==> config.mk <==
export PLATFORM = sky130hd
export DESIGN_NAME = debug_trace_capture_flat
export DESIGN_NICKNAME = d
export VERILOG_FILES = /design/src/rtl/debug_trace_capture_if.sv /design/src/rtl/debug_trace_capture.sv /design/src/flat_wrapper.sv
export SDC_FILE = /design/constraint.sdc
export NUM_CORES = 1
export LEC_CHECK = 0
export BUFFER_PORTS_ARGS = -buffer_cell sky130_fd_sc_hd__buf_2
export CAP_MARGIN = 20
export CORE_ASPECT_RATIO = 1.75
export CORE_MARGIN = 8
export CORE_UTILIZATION = 29
export DETAILED_ROUTE_END_ITERATION = 8
export GPL_ROUTABILITY_DRIVEN = 0
export SYNTH_ARGS = -nofsm -noshare
export SYNTH_HDL_FRONTEND = slang
export SYNTH_SLANG_ARGS = --single-unit
export TNS_END_PERCENT = 5
==> constraint.sdc <==
create_clock -name clock -period 8 [get_ports clock]
set_input_delay 1.2 -clock clock [delete_from_list [all_inputs] [get_ports clock]]
set_output_delay 1.2 -clock clock [all_outputs]
set_load 0.05 [all_outputs]
==> src/rtl/debug_trace_capture_if.sv <==
// Trace capture bus: sample stream, arm/trigger controls, readback port and status.
// Build option DEBUG_TRACE_TIMESTAMP_EN only affects what rd_ts carries, not the bus shape.
interface debug_trace_capture_if #(
  parameter int ADDR_WIDTH = 12,
  parameter int DATA_WIDTH = 32,
  parameter int DEPTH_LOG2 = 4,
  parameter int TS_WIDTH   = 16
);
  logic                  dbg_valid;
  logic [ADDR_WIDTH-1:0] dbg_addr;
  logic [DATA_WIDTH-1:0] dbg_word;
  logic                  arm;
  logic [ADDR_WIDTH-1:0] trig_addr;
  logic [ADDR_WIDTH-1:0] trig_mask;
  logic [DEPTH_LOG2-1:0] post_count;
  logic                  rd_en;
  logic                  rd_valid;
  logic [ADDR_WIDTH-1:0] rd_addr;
  logic [DATA_WIDTH-1:0] rd_word;
  logic [TS_WIDTH-1:0]   rd_ts;
  logic [1:0]            state;
  logic [DEPTH_LOG2:0]   count;
  logic                  wrapped;

  modport master (
    output dbg_valid, dbg_addr, dbg_word, arm, trig_addr, trig_mask, post_count, rd_en,
    input  rd_valid, rd_addr, rd_word, rd_ts, state, count, wrapped
  );

  modport slave (
    input  dbg_valid, dbg_addr, dbg_word, arm, trig_addr, trig_mask, post_count, rd_en,
    output rd_valid, rd_addr, rd_word, rd_ts, state, count, wrapped
  );
endinterface

==> src/rtl/debug_trace_capture.sv <==
// Circular debug trace buffer: arm, masked-address trigger, post-trigger window, oldest-first readback.
// Capture takes one sample per cycle; readback data appears one cycle after rd_en (back-to-back capable).
// No backpressure on the sample stream; DEBUG_TRACE_TIMESTAMP_EN adds per-entry cycle timestamps.
module debug_trace_capture #(
  parameter int ADDR_WIDTH = 12,
  parameter int DATA_WIDTH = 32,
  parameter int DEPTH_LOG2 = 4,
  parameter int TS_WIDTH   = 16
) (
  input logic                   clock,
  input logic                   ctrl_reset,
  debug_trace_capture_if.slave  bus
);
  localparam int DEPTH = 1 << DEPTH_LOG2;
  localparam logic [DEPTH_LOG2:0] FULL = DEPTH[DEPTH_LOG2:0];

  typedef enum logic [1:0] {
    IDLE  = 2'd0,
    ARMED = 2'd1,
    POST  = 2'd2,
    DONE  = 2'd3
  } state_e;

  state_e                state_q, state_d;
  logic [DEPTH_LOG2-1:0] wr_ptr_q, wr_ptr_d;
  logic [DEPTH_LOG2-1:0] remaining_q, remaining_d;
  logic [DEPTH_LOG2:0]   count_q, count_d;
  logic                  wrapped_q, wrapped_d;
  logic                  rd_valid_q;
  logic [ADDR_WIDTH-1:0] rd_addr_q;
  logic [DATA_WIDTH-1:0] rd_word_q;
  logic [DEPTH_LOG2-1:0] rd_ptr;
  logic                  wr_en, rd_fire, trig_hit;

  logic [ADDR_WIDTH-1:0] addr_mem [DEPTH];
  logic [DATA_WIDTH-1:0] word_mem [DEPTH];

  assign trig_hit = ((bus.dbg_addr ^ bus.trig_addr) & bus.trig_mask) == '0;
  // Oldest entry sits count slots behind the write pointer; a full buffer maps back onto wr_ptr.
  assign rd_ptr   = wr_ptr_q - count_q[DEPTH_LOG2-1:0];

  always_comb begin
    state_d     = state_q;
    wr_ptr_d    = wr_ptr_q;
    count_d     = count_q;
    wrapped_d   = wrapped_q;
    remaining_d = remaining_q;
    wr_en       = 1'b0;
    rd_fire     = 1'b0;
    if (bus.arm) begin
      state_d     = ARMED;
      wr_ptr_d    = '0;
      count_d     = '0;
      wrapped_d   = 1'b0;
      remaining_d = bus.post_count;
    end else begin
      case (state_q)
        ARMED, POST: begin
          if (bus.dbg_valid) begin
            wr_en    = 1'b1;
            wr_ptr_d = wr_ptr_q + 1'b1;
            if (count_q == FULL) wrapped_d = 1'b1;
            else                 count_d   = count_q + 1'b1;
            if (state_q == ARMED) begin
              if (trig_hit) state_d = (remaining_q == '0) ? DONE : POST;
            end else begin
              remaining_d = remaining_q - 1'b1;
              if (remaining_d == '0) state_d = DONE;
            end
          end
        end
        DONE: begin
          if (bus.rd_en && count_q != '0) begin
            rd_fire = 1'b1;
            count_d = count_q - 1'b1;
          end
        end
        default: ;
      endcase
    end
  end

  always_ff @(posedge clock) begin
    if (ctrl_reset) begin
      state_q     <= IDLE;
      wr_ptr_q    <= '0;
      count_q     <= '0;
      wrapped_q   <= 1'b0;
      remaining_q <= '0;
      rd_valid_q  <= 1'b0;
      rd_addr_q   <= '0;
      rd_word_q   <= '0;
    end else begin
      state_q     <= state_d;
      wr_ptr_q    <= wr_ptr_d;
      count_q     <= count_d;
      wrapped_q   <= wrapped_d;
      remaining_q <= remaining_d;
      rd_valid_q  <= rd_fire;
      if (rd_fire) begin
        rd_addr_q <= addr_mem[rd_ptr];
        rd_word_q <= word_mem[rd_ptr];
      end
    end
  end

  always_ff @(posedge clock) begin
    if (wr_en && !ctrl_reset) begin
      addr_mem[wr_ptr_q] <= bus.dbg_addr;
      word_mem[wr_ptr_q] <= bus.dbg_word;
    end
  end

`ifdef DEBUG_TRACE_TIMESTAMP_EN
  logic [TS_WIDTH-1:0] ts_q;
  logic [TS_WIDTH-1:0] rd_ts_q;
  logic [TS_WIDTH-1:0] ts_mem [DEPTH];

  always_ff @(posedge clock) begin
    if (ctrl_reset) begin
      ts_q    <= '0;
      rd_ts_q <= '0;
    end else begin
      ts_q <= bus.arm ? '0 : ts_q + 1'b1;
      if (rd_fire) rd_ts_q <= ts_mem[rd_ptr];
    end
  end

  always_ff @(posedge clock) begin
    if (wr_en && !ctrl_reset) ts_mem[wr_ptr_q] <= ts_q;
  end

  assign bus.rd_ts = rd_ts_q;
`else
  assign bus.rd_ts = {TS_WIDTH{1'b0}};
`endif

  assign bus.rd_valid = rd_valid_q;
  assign bus.rd_addr  = rd_addr_q;
  assign bus.rd_word  = rd_word_q;
  assign bus.state    = state_q;
  assign bus.count    = count_q;
  assign bus.wrapped  = wrapped_q;
endmodule

==> src/flat_wrapper.sv <==
// flat-port wrapper written by rule: the top's interface ports become plain ports
module debug_trace_capture_flat 
#(
  parameter int ADDR_WIDTH = 12,
  parameter int DATA_WIDTH = 32,
  parameter int DEPTH_LOG2 = 4,
  parameter int TS_WIDTH   = 16
)
  (clock, ctrl_reset, bus_dbg_valid, bus_dbg_addr, bus_dbg_word, bus_arm, bus_trig_addr, bus_trig_mask, bus_post_count, bus_rd_en, bus_rd_valid, bus_rd_addr, bus_rd_word, bus_rd_ts, bus_state, bus_count, bus_wrapped);
  debug_trace_capture_if #(.ADDR_WIDTH(ADDR_WIDTH), .DATA_WIDTH(DATA_WIDTH), .DEPTH_LOG2(DEPTH_LOG2), .TS_WIDTH(TS_WIDTH)) bus_i ();
  input logic clock;
  input logic ctrl_reset;
  input wire logic [$bits(bus_i.dbg_valid)-1:0] bus_dbg_valid;
  input wire logic [$bits(bus_i.dbg_addr)-1:0] bus_dbg_addr;
  input wire logic [$bits(bus_i.dbg_word)-1:0] bus_dbg_word;
  input wire logic [$bits(bus_i.arm)-1:0] bus_arm;
  input wire logic [$bits(bus_i.trig_addr)-1:0] bus_trig_addr;
  input wire logic [$bits(bus_i.trig_mask)-1:0] bus_trig_mask;
  input wire logic [$bits(bus_i.post_count)-1:0] bus_post_count;
  input wire logic [$bits(bus_i.rd_en)-1:0] bus_rd_en;
  output wire logic [$bits(bus_i.rd_valid)-1:0] bus_rd_valid;
  output wire logic [$bits(bus_i.rd_addr)-1:0] bus_rd_addr;
  output wire logic [$bits(bus_i.rd_word)-1:0] bus_rd_word;
  output wire logic [$bits(bus_i.rd_ts)-1:0] bus_rd_ts;
  output wire logic [$bits(bus_i.state)-1:0] bus_state;
  output wire logic [$bits(bus_i.count)-1:0] bus_count;
  output wire logic [$bits(bus_i.wrapped)-1:0] bus_wrapped;
  assign bus_i.dbg_valid = bus_dbg_valid;
  assign bus_i.dbg_addr = bus_dbg_addr;
  assign bus_i.dbg_word = bus_dbg_word;
  assign bus_i.arm = bus_arm;
  assign bus_i.trig_addr = bus_trig_addr;
  assign bus_i.trig_mask = bus_trig_mask;
  assign bus_i.post_count = bus_post_count;
  assign bus_i.rd_en = bus_rd_en;
  assign bus_rd_valid = bus_i.rd_valid;
  assign bus_rd_addr = bus_i.rd_addr;
  assign bus_rd_word = bus_i.rd_word;
  assign bus_rd_ts = bus_i.rd_ts;
  assign bus_state = bus_i.state;
  assign bus_count = bus_i.count;
  assign bus_wrapped = bus_i.wrapped;
  debug_trace_capture #(.ADDR_WIDTH(ADDR_WIDTH), .DATA_WIDTH(DATA_WIDTH), .DEPTH_LOG2(DEPTH_LOG2), .TS_WIDTH(TS_WIDTH)) u_core (.clock(clock), .ctrl_reset(ctrl_reset), .bus(bus_i));
endmodule
==> metrics.md <==
| Metric | Value |
|---|---|
| Worst Setup EP | u_core.bus.rd_word[21]$_SDFFE_PP0P_ |
| Vias per Instance | 4.84 |
| Crit Reg-Reg Endpoint | u_core.bus.rd_word[21]$_SDFFE_PP0P_ |
| CTS resizes | 0 |
| Die area | 0.113 mm² |
| Initial Utilization | 29.1% |
| Max H-tree Level | 3 |
| Final Cycle Share | 52.1% |
| Crit. End Element | register |
| Hold Fails Final Rpt | 0 |
| Root Buffer Master | clkbuf_16 |
| Global-route wire length before repair | 108000 µm |
| Area of the multi-input gates | 0.00684 mm² |
| Drt total wl | 74100 µm |
| Min Hold Slack | 0.458 ns |
| Largest family of logic cells by synthesized area | multiplexers |
| Cell row count | 155 |
| Cell taking the most area after synthesis | edfxtp_1 |
| Final Power | 8.15 mW |
| Top cells by area, synth | edfxtp_1, mux4_2, dfxtp_1, nand2_1, a211o_1 |
| DR WL/cell | 24.4 µm |
| Skew-Pair Late Insertion Delay | 0.62 ns |
| Crit start category | register |
| Die Ht | 438 µm |
| RSZ-0062 raised after global routing | false |
| Filler cells | 9498 |
| Synth Instances | 1495 |
| Mux contribution to synthesized area | 13.6% |
| Post-synth EDFFs | 704 |
| Reg2reg setup slack | 3.83 ns |
| Setup bufs post-CTS | 0 |
| Sequential fraction of the synthesis area | 75.8% |
| Post-Synth XOR/XNOR Area | 0.772% |
| Outcome | completed |
| GRT Total Usage | 12.9% |
| Critical Path RT | 8.50 ns |
| Mapped cell area | 0.0295 mm² |
| Ys async rst share | 0% |
| Initial antenna violation count | 7 |
| CTS Buf Count | 67 |
| Crit Path Class | register to register |
| R2R Path Start | u_core.bus.count[0]$_SDFFE_PP0P_ |
| Fraction of layout cells with a size suffix above 1 | 29.3% |
| Compound-Gate Fraction of Synth Area | 3.97% |
| Starting DRT DRC Count | 1112 |
| Worst reg-to-reg path cell count | 8 |
| Pre-CTS setup slack | 3.78 ns |
| Simple-Gate Fraction of Synth Area | 3.26% |
| Final HPWL DP | 43900 µm |
| Nets@finish | 1737 |
| Core footprint | 0.101 mm² |
| Clock skew | 0.0186 ns |
| Max-Slew Margin vs Limit | 27.6% |
| Area Growth Syn to Fin | 15.5% |
| CTS Sinks | 765 |
| Hold_buf cts | 0 |
| Antenna Violating Nets Remaining | 0 |
| Max-slew violations | 0 |
| First-pass DRT Iterations | 5 |
| Vias in the first global route | 15658 |
| Peak supply drop | 0.000145 V |
| HP Class | register to register |
| Reg area | 0.0224 mm² |
| Grt total ovfl | 0 |
| Pwr/cell area | 239 mW/mm² |
| CTS tree | yes |
| MaxCap Viol Count | 0 |
| Synth Register Bits | 765 |
| Achievable Freq | 240 MHz |
| CTS Buffer Depth | 3 |
| Vias | 14697 |
| Port Buffers | 129 |
| Worst Setup SP | u_core.bus.count[0]$_SDFFE_PP0P_ |
| Crit Path Max Fanout | 59 |
| Post-layout min period | 4.17 ns |
| Worst setup margin | 3.83 ns |
| Ys flop type | edfxtp_1 |
| Top cell type's share of synthesized area | 71.7% |
| Count of cell types in the netlist | 48 |
| Die width | 257 µm |
| Synth Warn # | 0 |
| Largest net degree at the start of global routing | 118 |
| Adder-Cell Fraction of Synth Area | 0.730% |
| Final setup fails | 0 |
| Worst-Margin Slew | 1.09 ns |
| CP Data Arrival Time | 4.67 ns |
| I/O pin count | 146 |
| Avg Inst Size Synth | 19.7 µm² |
| Cell leakage power | 11.3 nW |
| DRC errors left | 0 |
| Setup tns final | 0 ns |
| Clk slew on worst S/H paths | 0.07 ns |
[per-stage QoR]
step | cells | area (µm²) | utilization (%)
3_3_place_gp | 2909 | 31800 | 31.3
5_1_grt | 3035 | 34100 | 33.6
3_5_place_dp | 2909 | 31800 | 31.3
6_report | 3036 | 34100 | 33.6
4_1_cts | 3033 | 34100 | 33.6
2_1_floorplan | 1510 | 29500 | -
[synth_stat cells (3+ instances only)]
master and instances:
edfxtp_1 704, nand2_1 182, mux4_2 176, dfxtp_1 61
a21oi_1 53, a211o_1 43, a21oi_2 39, nor2_1 36
buf_2 29, clkbuf_1 29, buf_4 17, xor2_1 16
ha_1 14, inv_1 14, buf_1 12, xnor2_1 10
mux2i_1 6, a22oi_1 5, buf_6 4, nand3_1 4
o21ai_0 4, a211oi_1 3
[layer usage]
| layer | routed length, µm | part of all wire [%] | global-route usage (%) |
|---|---|---|---|
| met1 | 29200 | 39 | 15.4 |
| met2 | 37900 | 51 | 22.5 |
| met3 | 4440 | 6.0 | 2.71 |
| met4 | 2630 | 3.5 | 5.26 |
| met5 | 27 | 0.036 | 0 |
[logic make-up (layout without fill, tap and decap cells)]
group,Yosys count,count (layout)
buf+inv,105,294
mux,182,182
simple gates,240,240
compound gates,160,160
flops,765,765
xor+xnor,26,26
fa+ha+maj,16,16
other cells,1,19
[power by group]
| part | switching, mW | internal, mW | leakage, nW |
|---|---|---|---|
| Combinational | 0.254 | 0.145 | 3.33 |
| Clock | 1.46 | 1.92 | 1.11 |
| Sequential | 0.00414 | 4.36 | 6.82 |
[worst min path at each step]
| stage | cells past startpoint | slack, ns | endpoint | startpoint |
|---|---|---|---|---|
| floorplan | 2 | 0.55 | u_core.wr_ptr_q[0]$_SDFFE_PP0P_ | u_core.wr_ptr_q[0]$_SDFFE_PP0P_ |
| global placement | 1 | 0.45 | u_core.bus.rd_word[23]$_SDFFE_PP0P_ | u_core.bus.rd_word[23]$_SDFFE_PP0P_ |
| detailed placement | 1 | 0.45 | u_core.bus.rd_addr[6]$_SDFFE_PP0P_ | u_core.bus.rd_addr[6]$_SDFFE_PP0P_ |
| CTS | 1 | 0.46 | u_core.bus.rd_addr[6]$_SDFFE_PP0P_ | u_core.bus.rd_addr[6]$_SDFFE_PP0P_ |
| global route | 1 | 0.48 | u_core.bus.rd_word[7]$_SDFFE_PP0P_ | u_core.bus.rd_word[7]$_SDFFE_PP0P_ |
| finish | 1 | 0.46 | u_core.bus.rd_word[8]$_SDFFE_PP0P_ | u_core.bus.rd_word[8]$_SDFFE_PP0P_ |
[cell type report]
type                       count  share of cell area [%]
clock buffer                  95                    5.53
clock inverter                29                    1.14
tap                         1334                    4.90
antenna                        3                  0.0220
sequential                   765                    65.6
inverter                      14                   0.154
timing repair buffer         156                    2.53
multi-input combinational    640                    20.1
[critical path, stage by stage (launching register included)]
cell and delay [ns]:
dfxtp_1 0.50, ha_4 0.18, inv_1 0.05, fa_4 1.43, buf_4 0.88, mux4_2 0.45
nand2_1 0.12, a21oi_2 0.10, a211o_1 0.28
[layout by cell type (no fill, tap or decap), types with 9 or more instances in the layout]
master / instances
a211o_1: 43
a21oi_1: 53
a21oi_2: 39
buf_2: 129
buf_4: 26
clkbuf_1: 20
clkbuf_16: 69
conb_1: 16
dfxtp_1: 61
edfxtp_1: 704
ha_1: 13
inv_1: 14
mux4_2: 176
nand2_1: 182
nor2_1: 20
nor2_4: 16
xnor2_1: 9
xor2_1: 15
[sequential cells by signal, summed over array words and instances, names as in the netlist]
signal / flops
u_core.bus.count: 5
u_core.bus.rd_valid: 1
u_core.bus.wrapped: 1
u_core.remaining_q: 4
u_core.bus.state: 2
u_core.word_mem: 512
u_core.bus.rd_word: 32
u_core.addr_mem: 192
u_core.wr_ptr_q: 4
u_core.bus.rd_addr: 12
(Power assumes the default switching activity.)
